`src/rtl/mac_ctrl_pkg.sv`:
```
// Shared types and instruction encodings for the MAC array sequencer.
package mac_ctrl_pkg;

  // Job phases, in the order a weight-stationary job walks through them.
  typedef enum logic [2:0] {
    S_IDLE   = 3'd0,
    S_KLOAD  = 3'd1,
    S_KFLUSH = 3'd2,
    S_EXEC   = 3'd3,
    S_DRAIN  = 3'd4,
    S_DONE   = 3'd5
  } state_e;

  // inst_w encodings seen by the array; 2'b11 is never produced.
  localparam logic [1:0] INST_NOP   = 2'b00;
  localparam logic [1:0] INST_KLOAD = 2'b01;
  localparam logic [1:0] INST_EXEC  = 2'b10;

endpackage

```
`src/rtl/mac_ctrl_cnt.sv`:
```
// Loadable down-counter with enable and zero flag; holds at zero instead of wrapping.
module mac_ctrl_cnt #(
  parameter int W = 8
) (
  input  logic         clk,
  input  logic         rst,
  input  logic         load,
  input  logic [W-1:0] load_val,
  input  logic         en,
  output logic [W-1:0] count,
  output logic         zero
);

  logic [W-1:0] cnt_q;
  logic [W-1:0] cnt_d;

  // Load wins over decrement; decrement stops at zero.
  always_comb begin
    cnt_d = cnt_q;
    if (load) begin
      cnt_d = load_val;
    end else if (en && (cnt_q != '0)) begin
      cnt_d = cnt_q - {{(W-1){1'b0}}, 1'b1};
    end
  end

  // Count register.
  always_ff @(posedge clk or posedge rst) begin
    if (rst) begin
      cnt_q <= '0;
    end else begin
      cnt_q <= cnt_d;
    end
  end

  assign count = cnt_q;
  assign zero  = (cnt_q == '0);

endmodule

```
`src/rtl/mac_array_ctrl.sv`:
```
// Sequencer for the 2D MAC array: kernel load, execute, drain, done per start pulse.
// Valid/ready: the array consumes one IFIFO word in every cycle inst_w is non-zero
// (ififo_rd mirrors that), and an OFIFO column accepts a word whenever arr_valid
// is high and that column is not full; a valid word hitting a full column is lost
// and recorded in ovf.
module mac_array_ctrl
  import mac_ctrl_pkg::*;
#(
  parameter int row    = 8,
  parameter int col    = 8,
  parameter int cnt_bw = 8
) (
  input  logic              clk,
  input  logic              reset,
  input  logic              start,
  input  logic              mode,
  input  logic [cnt_bw-1:0] num_vec,
  input  logic              ififo_empty,
  input  logic [col-1:0]    ofifo_full,
  input  logic [col-1:0]    arr_valid,
  output logic [1:0]        inst_w,
  output logic              weight_or_out,
  output logic              ififo_rd,
  output logic [col-1:0]    ofifo_wr,
  output logic              busy,
  output logic              done,
  output logic              ovf,
  output logic [2:0]        dbg_state
);

  localparam int DRAIN_LEN = row + col + 1;
  localparam int PH_W      = $clog2(DRAIN_LEN + 1);
  localparam logic [PH_W-1:0]   PH_ONE  = PH_W'(1);
  localparam logic [cnt_bw-1:0] VEC_ONE = cnt_bw'(1);

  // state_q is the phase whose outputs are being decided this cycle; the
  // registered outputs it produces appear one cycle later.
  state_e            state_q, state_d, cur_ph, nxt_ph;
  logic              mode_q, mode_d;
  logic [cnt_bw-1:0] num_vec_q, num_vec_d;
  logic [1:0]        inst_w_q, inst_w_d;
  logic              wo_q, wo_d, busy_q, busy_d, done_q, done_d, ovf_q, ovf_d;

  logic              start_acc, mode_eff, nv_zero, go, last;
  logic [cnt_bw-1:0] nv_eff, vec_rem, vec_cnt, vec_val;
  logic [PH_W-1:0]   ph_rem, ph_cnt, ph_val;
  logic              ph_load, ph_en, vec_load, vec_en;
  logic              ph_zero_unused, vec_zero_unused;

  function automatic logic [PH_W-1:0] len_of(input state_e s);
    case (s)
      S_KLOAD:  len_of = PH_W'(col);
      S_KFLUSH: len_of = PH_W'(row);
      S_DRAIN:  len_of = PH_W'(DRAIN_LEN);
      default:  len_of = '0;
    endcase
  endfunction

  // Phase length counter (kernel load, flush, drain).
  mac_ctrl_cnt #(.W(PH_W)) u_ph_cnt (
    .clk(clk), .rst(reset), .load(ph_load), .load_val(ph_val), .en(ph_en),
    .count(ph_cnt), .zero(ph_zero_unused)
  );

  // Remaining-vector counter for the execute phase.
  mac_ctrl_cnt #(.W(cnt_bw)) u_vec_cnt (
    .clk(clk), .rst(reset), .load(vec_load), .load_val(vec_val), .en(vec_en),
    .count(vec_cnt), .zero(vec_zero_unused)
  );

  // Decide next-cycle outputs, phase advance and counter updates.
  always_comb begin
    start_acc = (state_q == S_IDLE) && start;
    mode_eff  = start_acc ? mode : mode_q;
    nv_eff    = start_acc ? num_vec : num_vec_q;
    nv_zero   = (nv_eff == '0);
    if (start_acc) begin
      cur_ph = mode ? (nv_zero ? S_DRAIN : S_EXEC) : S_KLOAD;
    end else begin
      cur_ph = state_q;
    end
    ph_rem  = start_acc ? len_of(cur_ph) : ph_cnt;
    vec_rem = start_acc ? num_vec : vec_cnt;

    go     = 1'b0;
    last   = 1'b0;
    nxt_ph = cur_ph;
    case (cur_ph)
      S_KLOAD: begin
        go     = ~ififo_empty;
        last   = go && (ph_rem == PH_ONE);
        nxt_ph = S_KFLUSH;
      end
      S_KFLUSH: begin
        go     = 1'b1;
        last   = (ph_rem == PH_ONE);
        nxt_ph = nv_zero ? S_DRAIN : S_EXEC;
      end
      S_EXEC: begin
        go     = ~ififo_empty & ~(|ofifo_full);
        last   = go && (vec_rem == VEC_ONE);
        nxt_ph = S_DRAIN;
      end
      S_DRAIN: begin
        go     = 1'b1;
        last   = (ph_rem == PH_ONE);
        nxt_ph = S_DONE;
      end
      S_DONE: begin
        go     = 1'b1;
        last   = 1'b1;
        nxt_ph = S_IDLE;
      end
      default: begin
        go     = 1'b0;
        last   = 1'b0;
        nxt_ph = S_IDLE;
      end
    endcase
    state_d = last ? nxt_ph : cur_ph;

    ph_load = 1'b0;
    ph_en   = 1'b0;
    ph_val  = '0;
    if (last) begin
      ph_load = 1'b1;
      ph_val  = len_of(nxt_ph);
    end else if (start_acc) begin
      ph_load = 1'b1;
      ph_val  = ph_rem - {{(PH_W-1){1'b0}}, (go && (cur_ph != S_EXEC))};
    end else begin
      ph_en = go && (cur_ph != S_EXEC);
    end

    vec_load = 1'b0;
    vec_en   = 1'b0;
    vec_val  = '0;
    if (start_acc) begin
      vec_load = 1'b1;
      vec_val  = vec_rem - {{(cnt_bw-1){1'b0}}, (go && (cur_ph == S_EXEC))};
    end else if ((cur_ph == S_KFLUSH) && last) begin
      vec_load = 1'b1;
      vec_val  = num_vec_q;
    end else begin
      vec_en = go && (cur_ph == S_EXEC);
    end

    busy_d    = (cur_ph != S_IDLE);
    done_d    = (cur_ph == S_DONE);
    wo_d      = busy_d & mode_eff;
    inst_w_d  = INST_NOP;
    if (go && (cur_ph == S_KLOAD)) inst_w_d = INST_KLOAD;
    if (go && (cur_ph == S_EXEC))  inst_w_d = INST_EXEC;
    ovf_d     = start_acc ? 1'b0 : (ovf_q | (|(arr_valid & ofifo_full)));
    mode_d    = mode_eff;
    num_vec_d = nv_eff;
  end

  // FSM state, latched job parameters and registered outputs.
  always_ff @(posedge clk or posedge reset) begin
    if (reset) begin
      state_q   <= S_IDLE;
      mode_q    <= 1'b0;
      num_vec_q <= '0;
      inst_w_q  <= INST_NOP;
      wo_q      <= 1'b0;
      busy_q    <= 1'b0;
      done_q    <= 1'b0;
      ovf_q     <= 1'b0;
    end else begin
      state_q   <= state_d;
      mode_q    <= mode_d;
      num_vec_q <= num_vec_d;
      inst_w_q  <= inst_w_d;
      wo_q      <= wo_d;
      busy_q    <= busy_d;
      done_q    <= done_d;
      ovf_q     <= ovf_d;
    end
  end

  assign inst_w        = inst_w_q;
  assign weight_or_out = wo_q;
  assign ififo_rd      = |inst_w_q;
  assign ofifo_wr      = arr_valid & ~ofifo_full;
  assign busy          = busy_q;
  assign done          = done_q;
  assign ovf           = ovf_q;
  assign dbg_state     = state_q;

endmodule

```
`config.mk`:
```
export PLATFORM = sky130hd
export DESIGN_NAME = mac_array_ctrl
export DESIGN_NICKNAME = d
export VERILOG_FILES = /design/src/rtl/mac_ctrl_pkg.sv /design/src/rtl/mac_ctrl_cnt.sv /design/src/rtl/mac_array_ctrl.sv
export SDC_FILE = /design/constraint.sdc
export NUM_CORES = 1
export LEC_CHECK = 0
export ABC_AREA = 1
export CAP_MARGIN = 20
export CORE_ASPECT_RATIO = 1.25
export CORE_MARGIN = 1
export CORE_UTILIZATION = 49
export CTS_BUF_LIST = sky130_fd_sc_hd__clkbuf_2
export CTS_CLUSTER_SIZE = 40
export DETAILED_ROUTE_END_ITERATION = 6
export PLACE_DENSITY = 0.8
export REMOVE_ABC_BUFFERS = 1
export SYNTH_ARGS = -nofsm -noshare
export SYNTH_HDL_FRONTEND = slang
export SYNTH_HIERARCHICAL = 1
export SYNTH_SLANG_ARGS = --single-unit
export TNS_END_PERCENT = 100
```
`constraint.sdc`:
```
create_clock -name clk -period 2.86 [get_ports clk]
set_clock_uncertainty 0.1 [all_clocks]
set_input_delay 0.286 -clock clk [delete_from_list [all_inputs] [get_ports clk]]
set_output_delay 0.286 -clock clk [all_outputs]
set_load 0.02 [all_outputs]
```
After elaboration in Yosys (flattened, before gate mapping)

Cells that the tools add are included.

Flip-flop bits (word level): 31
Input port bits: 29
Output and inout port bits: 18
Word-level logic and storage cells: 88

$add $sub $neg: 4
Eq/ne operators: 11
Mux-type cells: 32
Bitwise gates (word level): 8
Reductions and logical operators: 23

Operators by type and width:

| cell                | number |
|---|---|
| $mux 8              | 6 |
| $mux 5              | 5 |
| $pmux 5 s2          | 2 |
| $and 8x8->8         | 2 |
| $reduce_or 8->1     | 2 |
| $mux 3              | 4 |
| $pmux 3 s4          | 1 |
| $mux 1              | 11 |
| $eq 3x2->1 const B  | 3 |
| $eq 3x3->1 const B  | 3 |
| $logic_and 1x1->1   | 9 |
| $eq 8x1->1 const B  | 1 |
| $logic_not 8->1     | 1 |
| $not 8->8           | 1 |
| $reduce_bool 8->1   | 1 |
| $reduce_or 2->1     | 4 |
| $sub 8x1->8         | 1 |
| $sub 8x1->8 const B | 1 |
| $eq 3x1->1 const B  | 2 |
| $eq 5x1->1 const B  | 1 |
| $reduce_bool 5->1   | 1 |
| $sub 5x1->5         | 1 |
| $sub 5x1->5 const B | 1 |
| $pmux 1 s4          | 1 |
| other kinds (10)    | 13 |

Longest topological paths before layout

Depth after elaboration: 20
Mapped depth: 27
Mapped depth without buffers: 26

Hierarchy

The synthesis kept the hierarchy.

Modules (own cells, without submodules):

| module                    | instances | cells each | area each (µm²) | sequential area each (µm²) |
|---|---|---|---|---|
| mac_array_ctrl            | 1         | 244        | 1590.3          | 450.4 |
| mac_ctrl_cnt at u_vec_cnt | 1         | 91         | 633.1           | 200.2 |
| mac_ctrl_cnt at u_ph_cnt  | 1         | 49         | 345.3           | 125.1 |

Least setup slack after synthesis

Ideal clock, no wire load.

Path type: reg-to-reg
Start: register state_q[1], in the netlist dbg_state[1]
End: register u_vec_cnt.cnt_q[5], in the netlist u_vec_cnt/count[5]
Setup time: 117 ps
Arrival: 2919 ps
Data required time: 2643 ps
Slack: -276 ps
Cell stages (with the launch flop): 19
Buffers on the path: 1
Clock period less this slack: 3136 ps
Cells stage by stage: dfrtp_1 nor2_4 nand2_4 buf_6 inv_4 nand2_1 o21bai_1 nand2_1 nor2_1 ha_1 nand2_1 or3_1 inv_1 a21oi_1 o21ai_0 nand2_1 or2_2 nand3_2 nand2_1

Elaborated cells between the ends (all ways): 36
Classes of those cells: add/sub: 1; eq/ne: 7; mux: 16; reduce/logical: 12

RTL lines:

| item                                            | line                                                              | source |
|---|---|---|
| from (decl)                                     | mac_array_ctrl.sv:38                                              | `state_e state_q, state_d, cur_ph, nxt_ph;` |
| from (signal assigned)                          | mac_array_ctrl.sv:171                                             | `state_q <= state_d;` |
| $logic_not 3->1                                 | mac_array_ctrl.sv:73                                              | `start_acc = (state_q == S_IDLE) && start;` |
| $logic_and 1x1->1                               | mac_array_ctrl.sv:73                                              |  |
| $mux 8                                          | mac_array_ctrl.sv:75                                              | `nv_eff = start_acc ? num_vec : num_vec_q;` |
| $logic_not 8->1                                 | mac_array_ctrl.sv:76                                              | `nv_zero = (nv_eff == '0);` |
| $mux 3 (2 in series)                            | mac_array_ctrl.sv:78                                              | `cur_ph = mode ? (nv_zero ? S_DRAIN : S_EXEC) : S_KLOAD;` |
| $mux 3                                          | mac_array_ctrl.sv:77                                              | `if (start_acc) begin` |
| $eq 3x2->1 / $eq 3x1->1 (equally long branches) | mac_array_ctrl.sv:51, mac_array_ctrl.sv:88, mac_array_ctrl.sv:141 |  |
| $reduce_or 2->1 (no source line)                | --                                                                |  |
| [... 2 more ...]                                | --                                                                |  |
| $eq 5x1->1                                      | mac_array_ctrl.sv:91, mac_array_ctrl.sv:96, mac_array_ctrl.sv:106 |  |
| $logic_and 1x1->1                               | mac_array_ctrl.sv:91                                              | `last = go && (ph_rem == PH_ONE);` |
| $pmux 1 s4                                      | mac_array_ctrl.sv:88                                              | `case (cur_ph)` |
| $logic_and 1x1->1                               | mac_array_ctrl.sv:141                                             | `end else if ((cur_ph == S_KFLUSH) && last) begin` |
| $mux 8                                          | mac_array_ctrl.sv:141                                             |  |
| $mux 8 *                                        | mac_array_ctrl.sv:138                                             | `if (start_acc) begin` |
| named net vec_val[5]                            | mac_array_ctrl.sv:45                                              | `logic [cnt_bw-1:0] nv_eff, vec_rem, vec_cnt, vec_val;` |
| $mux 8 *                                        | mac_ctrl_cnt.sv:20                                                | `if (load) begin` |
| to (signal assigned)                            | mac_ctrl_cnt.sv:32                                                | `cnt_q <= cnt_d;` |
| to (decl)                                       | mac_ctrl_cnt.sv:14                                                | `logic [W-1:0] cnt_q;` |

Mark *: on every way through the listed nets, which the timed path passes. The rest lies on a longest branch.
A chain may end at the register's enable or synchronous reset.

Worst setup path in the final report

Start: register state_q[2], in the netlist dbg_state[2]
End: register u_vec_cnt.cnt_q[7], in the netlist u_vec_cnt/count[7]

Elaborated cells between the ends (all ways): 36
Classes of those cells: add/sub: 1; eq/ne: 7; mux: 16; reduce/logical: 12

RTL lines:

| item                                            | line                                                              | source |
|---|---|---|
| $logic_not 3->1 *                               | mac_array_ctrl.sv:73                                              |  |
| $logic_and 1x1->1 *                             | mac_array_ctrl.sv:73                                              |  |
| $mux 8 *                                        | mac_array_ctrl.sv:75                                              |  |
| named net num_vec_d[1]                          | mac_array_ctrl.sv:40                                              | `logic [cnt_bw-1:0] num_vec_q, num_vec_d;` |
| $logic_not 8->1 *                               | mac_array_ctrl.sv:76                                              |  |
| $mux 3 * (2 in series)                          | mac_array_ctrl.sv:78                                              |  |
| $mux 3 *                                        | mac_array_ctrl.sv:77                                              |  |
| $eq 3x2->1 / $eq 3x1->1 (equally long branches) | mac_array_ctrl.sv:51, mac_array_ctrl.sv:88, mac_array_ctrl.sv:141 |  |
| [... 3 more ...]                                | --                                                                |  |
| $eq 5x1->1                                      | mac_array_ctrl.sv:91, mac_array_ctrl.sv:96, mac_array_ctrl.sv:106 |  |
| $logic_and 1x1->1                               | mac_array_ctrl.sv:91                                              |  |
| $pmux 1 s4                                      | mac_array_ctrl.sv:88                                              |  |
| $logic_and 1x1->1                               | mac_array_ctrl.sv:141                                             |  |
| $mux 8                                          | mac_array_ctrl.sv:141                                             |  |
| $mux 8 *                                        | mac_array_ctrl.sv:138                                             |  |
| named net vec_val[7]                            | mac_array_ctrl.sv:45                                              |  |
| $mux 8 *                                        | mac_ctrl_cnt.sv:20                                                |  |

Marks and branches as above.

==> results.md <==
- Outcome: complete, but fails checks
- Failing checks: design-rule violations, negative setup slack
- Vias per cell: 6.34
- P_leak: 2.30 nW
- Max-cap violation count: 0
- DRC errors left: 1
- Antenna Cells: 0
- Most used routing layer: met2
- Syn Area/Cell: approximately 6.7 µm²
- Setup TNS: -6.16 ns
- Placed cell count: ~560
- Commonest cells after routing, fill and taps aside: 104 x buf_4, 90 x nand2_1, 46 x clkdlybuf4s50_1
- Post-route cell area: approximately 0.0046 mm²
- Dpl cell area: ~0.0036 mm²
- Worst Setup End Kind: flop
- Clk sinks: 31
- Mapped Cells: between 300 and 400
- Largest net degree at the start of global routing: 19
- HPWL after DPL: just over 6000 µm
- CP Buf/Inv Count: 7
- Clk pin slew, worst setup/hold paths: 0.20 ns
- Root buf cell: clkbuf_2
- H-tree depth: 2
- Setup CP Type: flop to flop
- Filler Cell Count: ~180
- Layout cells sized above 1: 45.3%
- Max incr delay on CP: 0.48 ns
- Die X: roughly 67 µm
- Max clock buf depth: 2
- Setup Viol. Count Final: 15
- RSZ-0062 raised after global routing: true
- ANT nets after route: 0
- Max Fclk: roughly 0.29 GHz
- WL/cell: between 20 and 25 µm
- GR Util met3: approximately an eighth
- Drt first pass iters: 7
- Final wirelength: between 10000 and 15000 µm
- Final WS setup: -0.610 ns
- Required @ worst endpoint: between 3 and 4 ns
- Rel. slew slack: 44.4%
- CP most frequent cell: nor2_4
- Global-route track usage on met2: about two thirds
- Least-Margin Pin Slew: around 0.83 ns
- Vias: between 3k and 4k
- Area added between synthesis and finish: 80.4%
- Non-filler instance count after layout: 620
- CTS tree: done
- Final Hold Viols: 0
- Critical path data arrival time: about 3.7 ns
- Initial antenna violation count: 0
- Crit-path max FO: 5
- Overall power: ~5.3 mW
- Synth Cell Area: between 0.002 and 0.003 mm²
- R2R setup slack: -0.61 ns
- Height of the die: 82.9 µm
- Die area: between 0.005 and 0.006 mm²
- Delay-heaviest family, CP: simple AND/OR/NAND/NOR gates
- Startpoint Class: flop
- Met1 usage: about 39%
- Setup WS pre-CTS: -0.793 ns
- Starting Density: between 50% and 60%
- Layout Utilization: roughly nine tenths
- I/O pin count: 47
- Final net count: between 500 and 600
- PD cells: 1150 mW/mm²
- GP Congestion: between 0.8 and 0.9
- Tcrit/Tclk final: 121%
- Gr usage total: between 30 and 40%
- GRT overflow: 0
- Max IR drop VDD: ~940 µV
- Hold Slack: between 0.04 and 0.05 ns
- First-pass GRT wire length: around 16000 µm
- Final Max Tran Viols: 0
- Min cycle time layout: between 3 and 4 ns
- Most common cell after layout, fill and taps aside: buf_4
- Core area: approximately 0.0050 mm²
- Slowest-stage cell, CP: dfrtp_2
- Synth Warn #: 6
- CTS buffer count: 5
- Clk_lat worst skew: between 0.4 and 0.5 ns
- I/O Buffers: 46
- Hold WC Path Type: primary input to async pin
- Site Rows: 29
- Initial detailed-routing violation count: about 580
- Vias in the first global route: 3601
-- power by group --
group	leakage (nW)	total (mW)	internal, mW	switching [mW]
clock network	0.0281	0.250	0.0584	0.191
logic	1.88	4.20	1.82	2.38
registers	0.389	0.846	0.618	0.227
total	2.30	5.30	2.50	2.80
-- worst reg2reg max path, delay by kind of cell (launching register included) --
kind / cells / cell delay [ns]
AOI/OAI and AO/OA: 2 / 0.19
and+or+nand+nor: 16 / 1.69
buffers and inverters: 7 / 0.74
adders and majority gates: 1 / 0.19
DFF: 1 / 0.48
-- final cells by class --
cell class / instances / area (µm²) / share of cell area [%]
clock inverters: 2 / 7.51 / 0.162
flip-flops and latches: 31 / 779 / 16.8
multi-input cells: 300 / 2030 / 43.9
inverters: 49 / 196 / 4.24
clock buffers: 6 / 30.0 / 0.649
repair buffers: 170 / 1510 / 32.5
well taps: 62 / 77.6 / 1.68
-- layer usage --
| layer | wire (µm) | vias up |
|---|---|---|
| met5 | 0 | - |
| met1 | 4460 | 1776 |
| met2 | 6490 | 427 |
| met3 | 1620 | 152 |
| met4 | 1390 | 0 |
| li1 | - | 1574 |
-- final timing paths --
check | start | end | depth (start not counted)
max | dbg_state[2] | u_vec_cnt/count[7] | 26
min | reset | u_ph_cnt/count[4] | 2
max reg2reg | dbg_state[2] | u_vec_cnt/count[7] | 26
min reg2reg | mode_q | mode_q | 2
max in group asynchronous | reset | dbg_state[0] | 2
min in group clk | arr_valid[3] | ovf | 3
-- sequential cells by signal, summed over array words and instances (netlist names) --
signal	count
weight_or_out	1
busy	1
u_ph_cnt/count	5
ovf	1
inst_w	2
mode_q	1
dbg_state	3
num_vec_q	8
done	1
u_vec_cnt/count	8
-- what timing repair did --
| item | CTS | global route |
|---|---|---|
| buffers inserted | 30 | 22 |
| gates resized for setup | 72 | 74 |
| pin swaps | 55 | 53 |
| endpoints found under the setup margin | 13 | 16 |
| cloned | 3 | 0 |
| hold buffers | 0 | 0 |
(Power assumes the default switching activity.)
